$ cat src/rtl/mag_3bit_com.sv
// Registered unsigned magnitude comparator with one-hot result flags and
// three saturating outcome counters (a > b, b > a, a == b).
module mag_3bit_com #(
  parameter int WIDTH = 3,
  parameter int CNT_W = 8
) (
  input  logic             clk,
  input  logic             rst_n,
  input  logic [WIDTH-1:0] a,
  input  logic [WIDTH-1:0] b,
  input  logic             in_valid,
  input  logic             cnt_clr,
  output logic             Ya,
  output logic             Yb,
  output logic             Ye,
  output logic             out_valid,
  output logic [CNT_W-1:0] cnt_a,
  output logic [CNT_W-1:0] cnt_b,
  output logic [CNT_W-1:0] cnt_e
);

  localparam logic [CNT_W-1:0] CNT_MAX = '1;

  logic             gt, lt, eq;
  logic             ya_d, yb_d, ye_d, out_valid_d;
  logic             ya_q, yb_q, ye_q, out_valid_q;
  logic [CNT_W-1:0] cnt_a_d, cnt_b_d, cnt_e_d;
  logic [CNT_W-1:0] cnt_a_q, cnt_b_q, cnt_e_q;

  always_comb begin
    gt = (a > b);
    lt = (a < b);
    eq = !gt && !lt;

    // NOTE: every signal gets a default before any branch so no latch is inferred.
    ya_d        = ya_q;
    yb_d        = yb_q;
    ye_d        = ye_q;
    out_valid_d = in_valid;
    cnt_a_d     = cnt_a_q;
    cnt_b_d     = cnt_b_q;
    cnt_e_d     = cnt_e_q;

    if (in_valid) begin
      ya_d = gt;
      yb_d = lt;
      ye_d = eq;
      if (gt && cnt_a_q != CNT_MAX) cnt_a_d = cnt_a_q + 1'b1;
      if (lt && cnt_b_q != CNT_MAX) cnt_b_d = cnt_b_q + 1'b1;
      if (eq && cnt_e_q != CNT_MAX) cnt_e_d = cnt_e_q + 1'b1;
    end

    // Clear wins over a coincident count; the flags still update above.
    if (cnt_clr) begin
      cnt_a_d = '0;
      cnt_b_d = '0;
      cnt_e_d = '0;
    end
  end

  // NOTE: sequential state uses non-blocking assignments so all flops update together.
  always_ff @(posedge clk or negedge rst_n) begin
    if (!rst_n) begin
      ya_q        <= 1'b0;
      yb_q        <= 1'b0;
      ye_q        <= 1'b0;
      out_valid_q <= 1'b0;
      cnt_a_q     <= '0;
      cnt_b_q     <= '0;
      cnt_e_q     <= '0;
    end else begin
      ya_q        <= ya_d;
      yb_q        <= yb_d;
      ye_q        <= ye_d;
      out_valid_q <= out_valid_d;
      cnt_a_q     <= cnt_a_d;
      cnt_b_q     <= cnt_b_d;
      cnt_e_q     <= cnt_e_d;
    end
  end

  assign Ya        = ya_q;
  assign Yb        = yb_q;
  assign Ye        = ye_q;
  assign out_valid = out_valid_q;
  assign cnt_a     = cnt_a_q;
  assign cnt_b     = cnt_b_q;
  assign cnt_e     = cnt_e_q;

endmodule

$ cat config.mk
export PLATFORM = sky130hd
export DESIGN_NAME = mag_3bit_com
export DESIGN_NICKNAME = d
export VERILOG_FILES = /design/src/rtl/mag_3bit_com.sv
export SDC_FILE = /design/constraint.sdc
export NUM_CORES = 1
export LEC_CHECK = 0
export ABC_CLOCK_PERIOD_IN_PS = 3900
export CAP_MARGIN = 0
export CELL_PAD_IN_SITES_DETAIL_PLACEMENT = 1
export CELL_PAD_IN_SITES_GLOBAL_PLACEMENT = 1
export CORE_AREA = 2 2 67 69
export DETAILED_ROUTE_END_ITERATION = 10
export DIE_AREA = 0 0 69 71
export GPL_ROUTABILITY_DRIVEN = 0
export PLACE_DENSITY = 0.91
export SLEW_MARGIN = 15
export SYNTH_ARGS = -nofsm -noshare
export SYNTH_HDL_FRONTEND = slang
export SYNTH_SLANG_ARGS = --single-unit
$ cat constraint.sdc
create_clock -name clk -period 3.9 [get_ports clk]
set_clock_uncertainty 0.2 [all_clocks]
set_input_delay 0.78 -clock clk [delete_from_list [all_inputs] [get_ports clk]]
set_output_delay 0.78 -clock clk [all_outputs]
set_load 0.005 [all_outputs]
## Yosys cells after proc, flatten, opt, wreduce, memory -nomap -nowiden

Cells that the tools add are included.

- Register bits after elaboration: 28
- Output and inout port bits: 28
- Bits of input ports: 10

- Order comparisons: 2
- Reduce and logical (&&, ||, !) cells: 13
- Multiplexer cells: 9
- Add/subtract/negate cells: 3
- Eq/ne operators: 3

Operator list:

| kind | count |
|---|---|
| $mux W8 | 9 |
| $add A8 B1 Y8 const B | 3 |
| $ne A8 B8 Y1 const B | 3 |
| $reduce_bool A2 Y1 | 4 |
| $reduce_and A2 Y1 | 3 |
| $logic_and A1 B1 Y1 | 4 |
| $gt A3 B3 Y1 | 1 |
| $lt A3 B3 Y1 | 1 |
| $logic_not A1 Y1 | 2 |

## Longest topological paths before layout

Gate-level depths: netlist (run 1).

- Depth in word-level cells: 7
- Depth in mapped cells: 8
- Mapped depth without buffers: 6

## Worst setup path after synthesis (run 1)

OpenSTA, ideal clock, no wires.

- Path kind: input to register
- Start point: input b[1]
- End point: register cnt_a_q[7], in the netlist cnt_a[7]
- Library setup time: 0.125 ns
- Cell stages on the path: 7
- Buffers on the path: 1
- Data arrival time: 2.118 ns
- Path slack: 1.457 ns
- Path through: inv_1 > ha_1 > nand2b_1 > a21o_1 > buf_6 > nor4_1 > mux2_2

- Word-level cells in the longest chain between the ends: 4

Ends and longest elaborated chain:

| item | RTL line | source |
|---|---|---|
| start, declared | 10 | `input logic [WIDTH-1:0] b,` |
| $gt A3 B3 Y1 | 31 | `gt = (a > b);` |
| $logic_and A1 B1 Y1 | 48 | `if (gt && cnt_a_q != CNT_MAX) cnt_a_d = cnt_a_q + 1'b1;` |
| $reduce_bool A2 Y1 (no line) | n/a |  |
| $reduce_and A2 Y1 (no line) | n/a |  |
| end signal, assigned | 76 | `cnt_a_q <= cnt_a_d;` |
| end, declared | 28 | `logic [CNT_W-1:0] cnt_a_q, cnt_b_q, cnt_e_q;` |

Every way passes these cells.
A chain may end at the register's enable or synchronous reset.

## Worst setup path after layout (run 1)

- Start point: input b[1]
- End point: register cnt_b_q[0], in the netlist cnt_b[0]

- Word-level cells in the longest chain between the ends: 4

Ends and longest elaborated chain:

| item | RTL line | source |
|---|---|---|
| $lt A3 B3 Y1 | 32 | `lt = (a < b);` |
| $logic_and A1 B1 Y1 | 49 | `if (lt && cnt_b_q != CNT_MAX) cnt_b_d = cnt_b_q + 1'b1;` |
| $reduce_bool A2 Y1 (no line) | n/a |  |
| $reduce_and A2 Y1 (no line) | n/a |  |
| end signal, assigned | 77 | `cnt_b_q <= cnt_b_d;` |
| end, declared | 28 |  |

Every way passes these cells.

==> results of run 1 <==
-- placed cells by master, fill, tap and decap left out, drive strengths merged --
master	n
inv	9
nor4	2
nor2b	6
o22ai	1
o211ai	2
o21ba	1
buf	3
or4	8
nand2	11
o311a	1
o31ai	10
or2	1
clkdlybuf4s50	37
nand3	11
clkbuf	4
nor3	3
a41oi	1
a21o	3
nand4	9
o21ai	4
nor4b	1
a31oi	1
nand3b	1
mux2	5
nand2b	1
nor2	12
and2	1
a311oi	2
or3	4
a21oi	15
and3	2
dfrtp	28
o211a	1
ha	6
mux2i	3
-- where the power goes --
group / total (uW) / leakage (uW) / switching, uW / internal (uW)
clock network: 187 / 0.0000288 / 96.5 / 90.6
logic: 87.8 / 0.000406 / 47.7 / 40.2
registers: 307 / 0.000383 / 8.75 / 299
-- worst min path at each step --
| stage | start | end | slack (ps) | cells after the start |
|---|---|---|---|---|
| after floorplan | rst_n | Ya$_DFFE_PN0P_ | 280 | 0 |
| after global placement | Yb$_DFFE_PN0P_ | Yb$_DFFE_PN0P_ | 310 | 1 |
| after detailed placement | Yb$_DFFE_PN0P_ | Yb$_DFFE_PN0P_ | 310 | 1 |
| after CTS | Yb$_DFFE_PN0P_ | Yb$_DFFE_PN0P_ | 340 | 1 |
| after global routing | Yb$_DFFE_PN0P_ | Yb$_DFFE_PN0P_ | 360 | 1 |
| final | Yb$_DFFE_PN0P_ | Yb$_DFFE_PN0P_ | 330 | 1 |
-- sequential cells by signal, summed over array words and instances, names as in the netlist --
signal / flops
cnt_b: 8
Ye: 1
out_valid: 1
cnt_a: 8
cnt_e: 8
Ya: 1
Yb: 1
-- per-layer routing --
metal  wire (um)  vias to the layer above  track usage
li1            -                      729            -
met2        2100                       28        0.308
met5           0                        -            0
met4          22                        0       0.0327
met3         123                        2       0.0256
met1        2010                      761        0.230
-- critical path, stage by stage --
cell	delay, ps
clkdlybuf4s50_1	470
inv_1	40
ha_1	300
nand2b_1	150
a21o_1	510
o211a_1	280
mux2_2	330
-- logic make-up (layout without fill, tap and decap cells) --
group,count (synthesis),after routing,synth area share
AOI/OAI and AO/OA,42,42,0.172
adders and majority gates,6,6,0.0468
buffers and inverters,16,53,0.0444
DFF,28,28,0.436
muxes,8,8,0.0538
and+or+nand+nor,73,73,0.246
-- final cells by class --
class | instances | area [um2] | share of cell area
tap | 52 | 65.1 | 0.0313
inverter | 9 | 33.8 | 0.0162
multi-input combinational | 129 | 833 | 0.400
timing repair buffer | 40 | 393 | 0.189
sequential | 28 | 701 | 0.337
clock buffer | 4 | 55.1 | 0.0265
-- stage by stage --
| stage | instances | total power, uW | hold WS [ps] | util | setup WS [ps] |
|---|---|---|---|---|---|
| after CTS | 262 | 586 | 335 | 0.495 | 997 |
| final | 262 | 582 | 328 | 0.495 | 999 |
| after global placement | 258 | 398 | 308 | 0.482 | 796 |
| after floorplan | 173 | 357 | 284 | - | 1460 |
| after detailed placement | 258 | 402 | 312 | 0.482 | 697 |
| after global routing | 262 | 608 | 363 | 0.495 | 873 |
==> results.json, run 1 <==
{
  "synth_edf_count": 0,
  "yosys.area.top_type_share": 0.436,
  "numCtsBuffers": 3,
  "grt_usage": 0.174,
  "vdd_drop_max_mv": 0.148,
  "worst_pin_slew_ps": 804,
  "reg2reg_slack_ps": 1730,
  "syn_to_final_growth_pct": 29.6,
  "rr_worst_depth": 5,
  "grt_antenna_before_repair": 0,
  "rows": 24,
  "synth_nets": 189,
  "place_area_um2": 2030,
  "synthCells": 173,
  "async_flop_share": 1.00,
  "grt_pass1_vias": 1560,
  "finalMaxSlewViolations": 0,
  "grt_max_degree": 29,
  "avgSynthCellArea_um2": 9.28,
  "grt_pass1_wl_mm": 7.09,
  "cts_root_buf": "clkbuf_8",
  "insertion_delay_ps": 280,
  "r2r_end": "cnt_a[7]$_DFFE_PN0P_",
  "timing.setup.tns_ps": 0,
  "setup-violations-final": 0,
  "cts_hold_buf": 0,
  "yosys_warnings": 0,
  "fmax_ghz": 0.345,
  "htreeDepth": 1,
  "startpoint": "b[1]",
  "clk_pin_slew_worst_paths_ps": 100,
  "post-route-period-util": 0.744,
  "rsz0062_at_grt": "no",
  "fill_cells": 506,
  "gr-total-overflow": 0,
  "vias": 1520,
  "dieArea_um2": 4900,
  "start_util": 0.382,
  "dr.pass1.iters": 4,
  "insertedDiodeCount": 0,
  "finalHoldViolations": 0,
  "synth-seq-cells": 28,
  "clkSinkCount": 28,
  "finalCriticalPeriod_ps": 2900,
  "wire_per_inst_um": 16.2,
  "crit_end": "cnt_b[0]$_DFFE_PN0P_",
  "fin_nets": 227,
  "drt-initial-drc-count": 52,
  "yosys-top-cells-area": "dfrtp_1 44%, a21oi_1 4.7%, ha_1 4.7%",
  "crit_fanout": 20,
  "yosysTopAreaCell": "dfrtp_1",
  "slew_headroom": 0.462,
  "reg2reg_from": "cnt_a[0]$_DFFE_PN0P_",
  "viasPerCell": 5.80,
  "synth.most_common_cell": "dfrtp_1",
  "wl_mm": 4.25,
  "clockBufferDepth": 2,
  "powerDensity_nw_per_um2": 280,
  "p_leak_uw": 0.000817,
  "start_kind": "input pin",
  "core_area_um2": 4200,
  "synth.distinct_cells": 35,
  "yosysSeqAreaShare": 0.436,
  "maxCapViolCount": 0,
  "fp.dieW_um": 69,
  "synthTopCellsByCount": "28 x dfrtp_1, 15 x a21oi_1, 12 x nor2_1",
  "antenna_left": 0,
  "worstPathArrival_ps": 2880,
  "postCtsResizedCells": 0,
  "worstPathRequired_ps": 3880,
  "critPathCaptureType": "register",
  "synth_flop_cell": "dfrtp_1",
  "portBuffers": 37,
  "critical_path_class": "in -> reg",
  "post-cts-setup-buffers": 0,
  "hold_class": "reg -> reg",
  "detail_route.drc_violations": 0,
  "dp_hpwl_mm": 3.02,
  "synth_area_um2": 1610,
  "die_y_um": 71,
  "io_pins": 38,
  "outcome": "complete, no violations",
  "tritoncts": "done",
  "drive_gt1_frac": 0.0619,
  "final_area_um2": 2080
}
Power figures use the tool's default switching activity.
==> inputs of run 2 (changes only) <==
==> config.mk (replaced) <==
export PLATFORM = sky130hd
export DESIGN_NAME = mag_3bit_com
export DESIGN_NICKNAME = d
export VERILOG_FILES = /design/src/rtl/mag_3bit_com.sv
export SDC_FILE = /design/constraint.sdc
export NUM_CORES = 1
export LEC_CHECK = 0
export ABC_CLOCK_PERIOD_IN_PS = 2800
export CAP_MARGIN = 0
export CELL_PAD_IN_SITES_DETAIL_PLACEMENT = 1
export CELL_PAD_IN_SITES_GLOBAL_PLACEMENT = 1
export CORE_AREA = 2 2 69 71
export DETAILED_ROUTE_END_ITERATION = 10
export DIE_AREA = 0 0 71 73
export GPL_ROUTABILITY_DRIVEN = 0
export PLACE_DENSITY = 0.87
export SLEW_MARGIN = 15
export SYNTH_ARGS = -nofsm -noshare
export SYNTH_HDL_FRONTEND = slang
export SYNTH_SLANG_ARGS = --single-unit
==> constraint.sdc (replaced) <==
create_clock -name clk -period 2.8 [get_ports clk]
set_clock_uncertainty 0.2 [all_clocks]
set_input_delay 0.56 -clock clk [delete_from_list [all_inputs] [get_ports clk]]
set_output_delay 0.56 -clock clk [all_outputs]
set_load 0.005 [all_outputs]
==> run 2 against run 1 <==
Die area grew 5.8%. Worst setup slack lost 820 ps. First-iteration DRC count grew 42%. Cell area grew 2.3%. Global-route usage grew 0.080 points. Core utilization shrank 2.5 points. Largest power group unchanged. Register-to-register slack lost 1000 ps. Clock power grew 19%.
==> results.json, run 2 (same netlist as run 1, synthesis figures left out) <==
{
  "grt_antenna_before_repair": 0,
  "p_leak_uw": 0.000846,
  "grt_pass1_wl_mm": 7.38,
  "drt-initial-drc-count": 74,
  "fill_cells": 532,
  "wire_per_inst_um": 16.0,
  "detail_route.drc_violations": 0,
  "switching_share": 0.264,
  "die_y_um": 73,
  "portBuffers": 37,
  "insertion_delay_ps": 270,
  "outcome": "complete, no violations",
  "hold_class": "reg -> reg",
  "crit_path_max_incr_delay_ps": 450,
  "worst_pin_slew_ps": 624,
  "final_common_cell": "clkdlybuf4s50_1",
  "setup-violations-final": 0,
  "vdd_drop_max_mv": 0.210,
  "clk_pin_slew_worst_paths_ps": 100,
  "fin_nets": 235,
  "finalHoldViolations": 0,
  "critical_path_class": "in -> reg",
  "fp.dieW_um": 71,
  "dr.pass1.iters": 4,
  "final_cell_mix": "37 x clkdlybuf4s50_1, 28 x dfrtp_1, 15 x a21oi_1",
  "powerDensity_nw_per_um2": 369,
  "cts_root_buf": "clkbuf_8",
  "io_pins": 38,
  "clockBufferDepth": 2,
  "fin_ws_ps": 179,
  "core_area_um2": 4540,
  "p_seq_frac": 0.544,
  "p_comb_frac": 0.174,
  "slew_headroom": 0.584,
  "viasPerCell": 5.62,
  "numCtsBuffers": 3,
  "post-cts-setup-buffers": 0,
  "rr_worst_depth": 6,
  "gr-total-overflow": 0,
  "multi_input_area_um2": 833,
  "maxCapViolCount": 0,
  "critPathCaptureType": "register",
  "grt_max_degree": 29,
  "postCtsResizedCells": 0,
  "crit_fanout": 13,
  "grt_pass1_vias": 1567,
  "timing.setup.tns_ps": 0,
  "dp_slack_ps": -135,
  "finalMaxSlewViolations": 0,
  "cts_hold_buf": 0,
  "path_buf_inv": 2,
  "wl_mm": 4.33,
  "worstPathRequired_ps": 2760,
  "rsz0062_at_grt": "no",
  "net-switching-power_uw": 208,
  "rows": 25,
  "dp_hpwl_mm": 3.23,
  "fmax_ghz": 0.381,
  "insertedDiodeCount": 0,
  "tritoncts": "done",
  "place_area_um2": 2090,
  "final_area_um2": 2130,
  "clkSinkCount": 28,
  "htreeDepth": 1,
  "clockPowerShare": 0.282,
  "antenna_left": 0,
  "cpLargestDelayFamily": "simple AND/OR/NAND/NOR gates",
  "p_int_uw": 579,
  "start_util": 0.354,
  "finalCriticalPeriod_ps": 2620,
  "post-route-period-util": 0.936,
  "crit_slowest_cell": "clkdlybuf4s50_1",
  "drive_gt1_frac": 0.0922,
  "worstPathArrival_ps": 2590,
  "dieArea_um2": 5180,
  "grt_usage": 0.175,
  "syn_to_final_growth_pct": 32.7,
  "cp_cell_sequence": "clkdlybuf4s50_1 > inv_1 > ha_1 > nand2b_1 > a21o_1 > nor4_1 > mux2_2",
  "hold_path_depth": 1,
  "seq_area_um2": 701,
  "cp_num_cells": 7,
  "vias": 1522,
  "start_kind": "input pin"
}
[run 2: metal layers]
layer | track usage | wire length, um | share of wire | vias up
met5 | 0 | 0 | 0 | -
li1 | - | - | - | 741
met4 | 0.0252 | 7 | 0.0016 | 0
met3 | 0.0221 | 140 | 0.032 | 2
met1 | 0.240 | 2060 | 0.48 | 751
met2 | 0.304 | 2110 | 0.49 | 28
[run 2: final cells by class]
| type | count | share of cell area |
|---|---|---|
| inverters | 9 | 0.0159 |
| flip-flops and latches | 28 | 0.329 |
| repair buffers | 48 | 0.213 |
| multi-input cells | 129 | 0.391 |
| well taps | 54 | 0.0317 |
| clock buffers | 3 | 0.0194 |
[run 2: final timing paths]
path | start | to | slack (ps)
worst max-delay path | b[1] | cnt_a[7]$_DFFE_PN0P_ | 180
worst min-delay path | Yb$_DFFE_PN0P_ | Yb$_DFFE_PN0P_ | 320
worst max register to register | cnt_a[0]$_DFFE_PN0P_ | cnt_a[3]$_DFFE_PN0P_ | 720
worst min register to register | Yb$_DFFE_PN0P_ | Yb$_DFFE_PN0P_ | 320
max in group asynchronous | rst_n | cnt_b[3]$_DFFE_PN0P_ | 1650
min in group asynchronous | rst_n | cnt_a[4]$_DFFE_PN0P_ | 460
[run 2: stage by stage]
stage          hold slack [ps]  total power [uW]  instances  utilization
2_1_floorplan             64.4               497        173            -
3_3_place_gp               303               568        268        0.460
3_5_place_dp               302               574        268        0.460
4_1_cts                    325               796        271        0.470
5_1_grt                    353               832        271        0.470
6_report                   318               787        271        0.470
[run 2: power by group through the flow]
stage	Clock, uW	Combinational [uW]	Sequential [uW]
floorplan	0	62.9	434
finish	222	137	428
global route	250	152	430
detailed placement	0	138	436
CTS	229	138	428
global placement	0	132	435
==> inputs of run 3 (changes only) <==
--- a/config.mk
+++ b/config.mk
@@ -14,6 +14,7 @@
 export DIE_AREA = 0 0 71 73
 export GPL_ROUTABILITY_DRIVEN = 0
 export PLACE_DENSITY = 0.87
+export RECOVER_POWER = 50
 export SLEW_MARGIN = 15
 export SYNTH_ARGS = -nofsm -noshare
 export SYNTH_HDL_FRONTEND = slang
==> run 3 against run 2 <==
The run now ends with max-capacitance violations, max-slew violations left. Largest power group unchanged. Combinational power is 3% lower. Cell area is 0.18% lower. Wire length hardly changed. Highest routed layer unchanged. Critical endpoint unchanged. Total power is 0.52% lower.
==> results.json, run 3 (same netlist as run 1, synthesis figures left out) <==
{
  "outcome": "finished with violations",
  "violations": "max-capacitance violations, max-slew violations",
  "final_util": 0.469,
  "fin_nets": 235,
  "core_area_um2": 4540,
  "antenna_left": 0,
  "drive_gt1_frac": 0.0876,
  "fin_ws_ps": 178,
  "grt_usage": 0.175,
  "wire_per_inst_um": 16.0,
  "vias": 1520,
  "finalPower_uw": 783,
  "setup-violations-final": 0,
  "crit_slowest_cell": "clkdlybuf4s50_1",
  "grt_max_degree": 29,
  "clkSinkCount": 28,
  "placed_cells": 268,
  "drt-initial-drc-count": 74,
  "grt_pass1_vias": 1567,
  "grt_antenna_before_repair": 0,
  "numCtsBuffers": 3,
  "insertedDiodeCount": 0,
  "dieArea_um2": 5180,
  "wl_mm": 4.32,
  "syn_to_final_growth_pct": 32.4,
  "vdd_drop_max_mv": 0.207,
  "fin_cells": 271,
  "io_pins": 38,
  "insertion_delay_ps": 270,
  "viasPerCell": 5.61,
  "hold_class": "reg -> reg",
  "post-route-period-util": 0.937,
  "cp_cell_sequence": "clkdlybuf4s50_1 > inv_1 > ha_1 > nand2b_1 > a21o_1 > nor4_1 > mux2_2",
  "slew_headroom": -0.0588,
  "final_common_cell": "dfrtp_1",
  "die_y_um": 73,
  "rows": 25,
  "htreeDepth": 1,
  "finalHoldViolations": 0,
  "detail_route.drc_violations": 0,
  "tritoncts": "done",
  "grt_pass1_wl_mm": 7.38,
  "clk_pin_slew_worst_paths_ps": 100,
  "final_cell_mix": "28 x dfrtp_1, 22 x clkdlybuf4s50_1, 15 x a21oi_1, 15 x dlygate4sd3_1, 12 x nor2_1",
  "critPathCaptureType": "register",
  "worstPathRequired_ps": 2760,
  "dp_hpwl_mm": 3.23,
  "dr.pass1.iters": 4,
  "finalCriticalPeriod_ps": 2620,
  "post-cts-setup-buffers": 0,
  "rsz0062_at_grt": "no",
  "clockBufferDepth": 2,
  "cts_root_buf": "clkbuf_8",
  "finalMaxSlewViolations": 29,
  "fmax_ghz": 0.381,
  "crit_path_max_incr_delay_ps": 450,
  "worst_pin_slew_ps": 1590,
  "gr-total-overflow": 0,
  "dp_slack_ps": -135,
  "portBuffers": 37,
  "timing.setup.tns_ps": 0,
  "maxCapViolCount": 1,
  "cts_hold_buf": 0,
  "fp.dieW_um": 71,
  "start_kind": "input pin",
  "powerDensity_nw_per_um2": 368,
  "critical_path_class": "in -> reg",
  "crit_fanout": 13,
  "worstPathArrival_ps": 2590,
  "p_leak_uw": 0.000880,
  "postCtsResizedCells": 0,
  "start_util": 0.354
}
run 3: per-layer routing:
| layer | up-vias | track usage | part of all wire | routed length [um] |
|---|---|---|---|---|
| li1 | 739 | - | - | - |
| met1 | 756 | 0.240 | 0.48 | 2070 |
| met2 | 23 | 0.304 | 0.49 | 2120 |
| met3 | 2 | 0.0221 | 0.029 | 126 |
| met4 | 0 | 0.0252 | 0.0016 | 7 |
| met5 | - | 0 | 0 | 0 |
run 3: worst paths after layout:
check	from	endpoint	slack, ps	depth (start not counted)
max in group asynchronous	rst_n	cnt_b[3]$_DFFE_PN0P_	470	2
hold reg to reg	Yb$_DFFE_PN0P_	Yb$_DFFE_PN0P_	310	1
setup reg to reg	cnt_a[0]$_DFFE_PN0P_	cnt_a[3]$_DFFE_PN0P_	710	6
hold / removal	Yb$_DFFE_PN0P_	Yb$_DFFE_PN0P_	310	1
setup / recovery	b[1]	cnt_a[7]$_DFFE_PN0P_	180	7
min in group asynchronous	rst_n	cnt_a[4]$_DFFE_PN0P_	1010	2
run 3: report_power, final:
part,total (uW),internal [uW],switching (uW)
registers,427,416,11.6
logic,133,62.5,70.2
clock network,222,96.6,126
run 3: critical path, delay by kind of cell:
kind            cells  cell delay [ps]
mux                 1              390
buf+inv             2              490
simple gates        2              520
compound gates      1              320
fa+ha+maj           1              310
run 3: final cells by class:
cell class	count	area (um2)
fill	531	2410
multi-input combinational	129	833
sequential	28	701
timing repair buffer	48	449
tap	54	67.6
clock buffer	3	41.3
inverter	9	33.8
run 3: stage by stage:
stage	instance area, um2	hold WS [ps]
2_1_floorplan	1610	64.4
3_3_place_gp	2090	303
3_5_place_dp	2090	302
4_1_cts	2130	325
5_1_grt	2130	348
6_report	2130	312
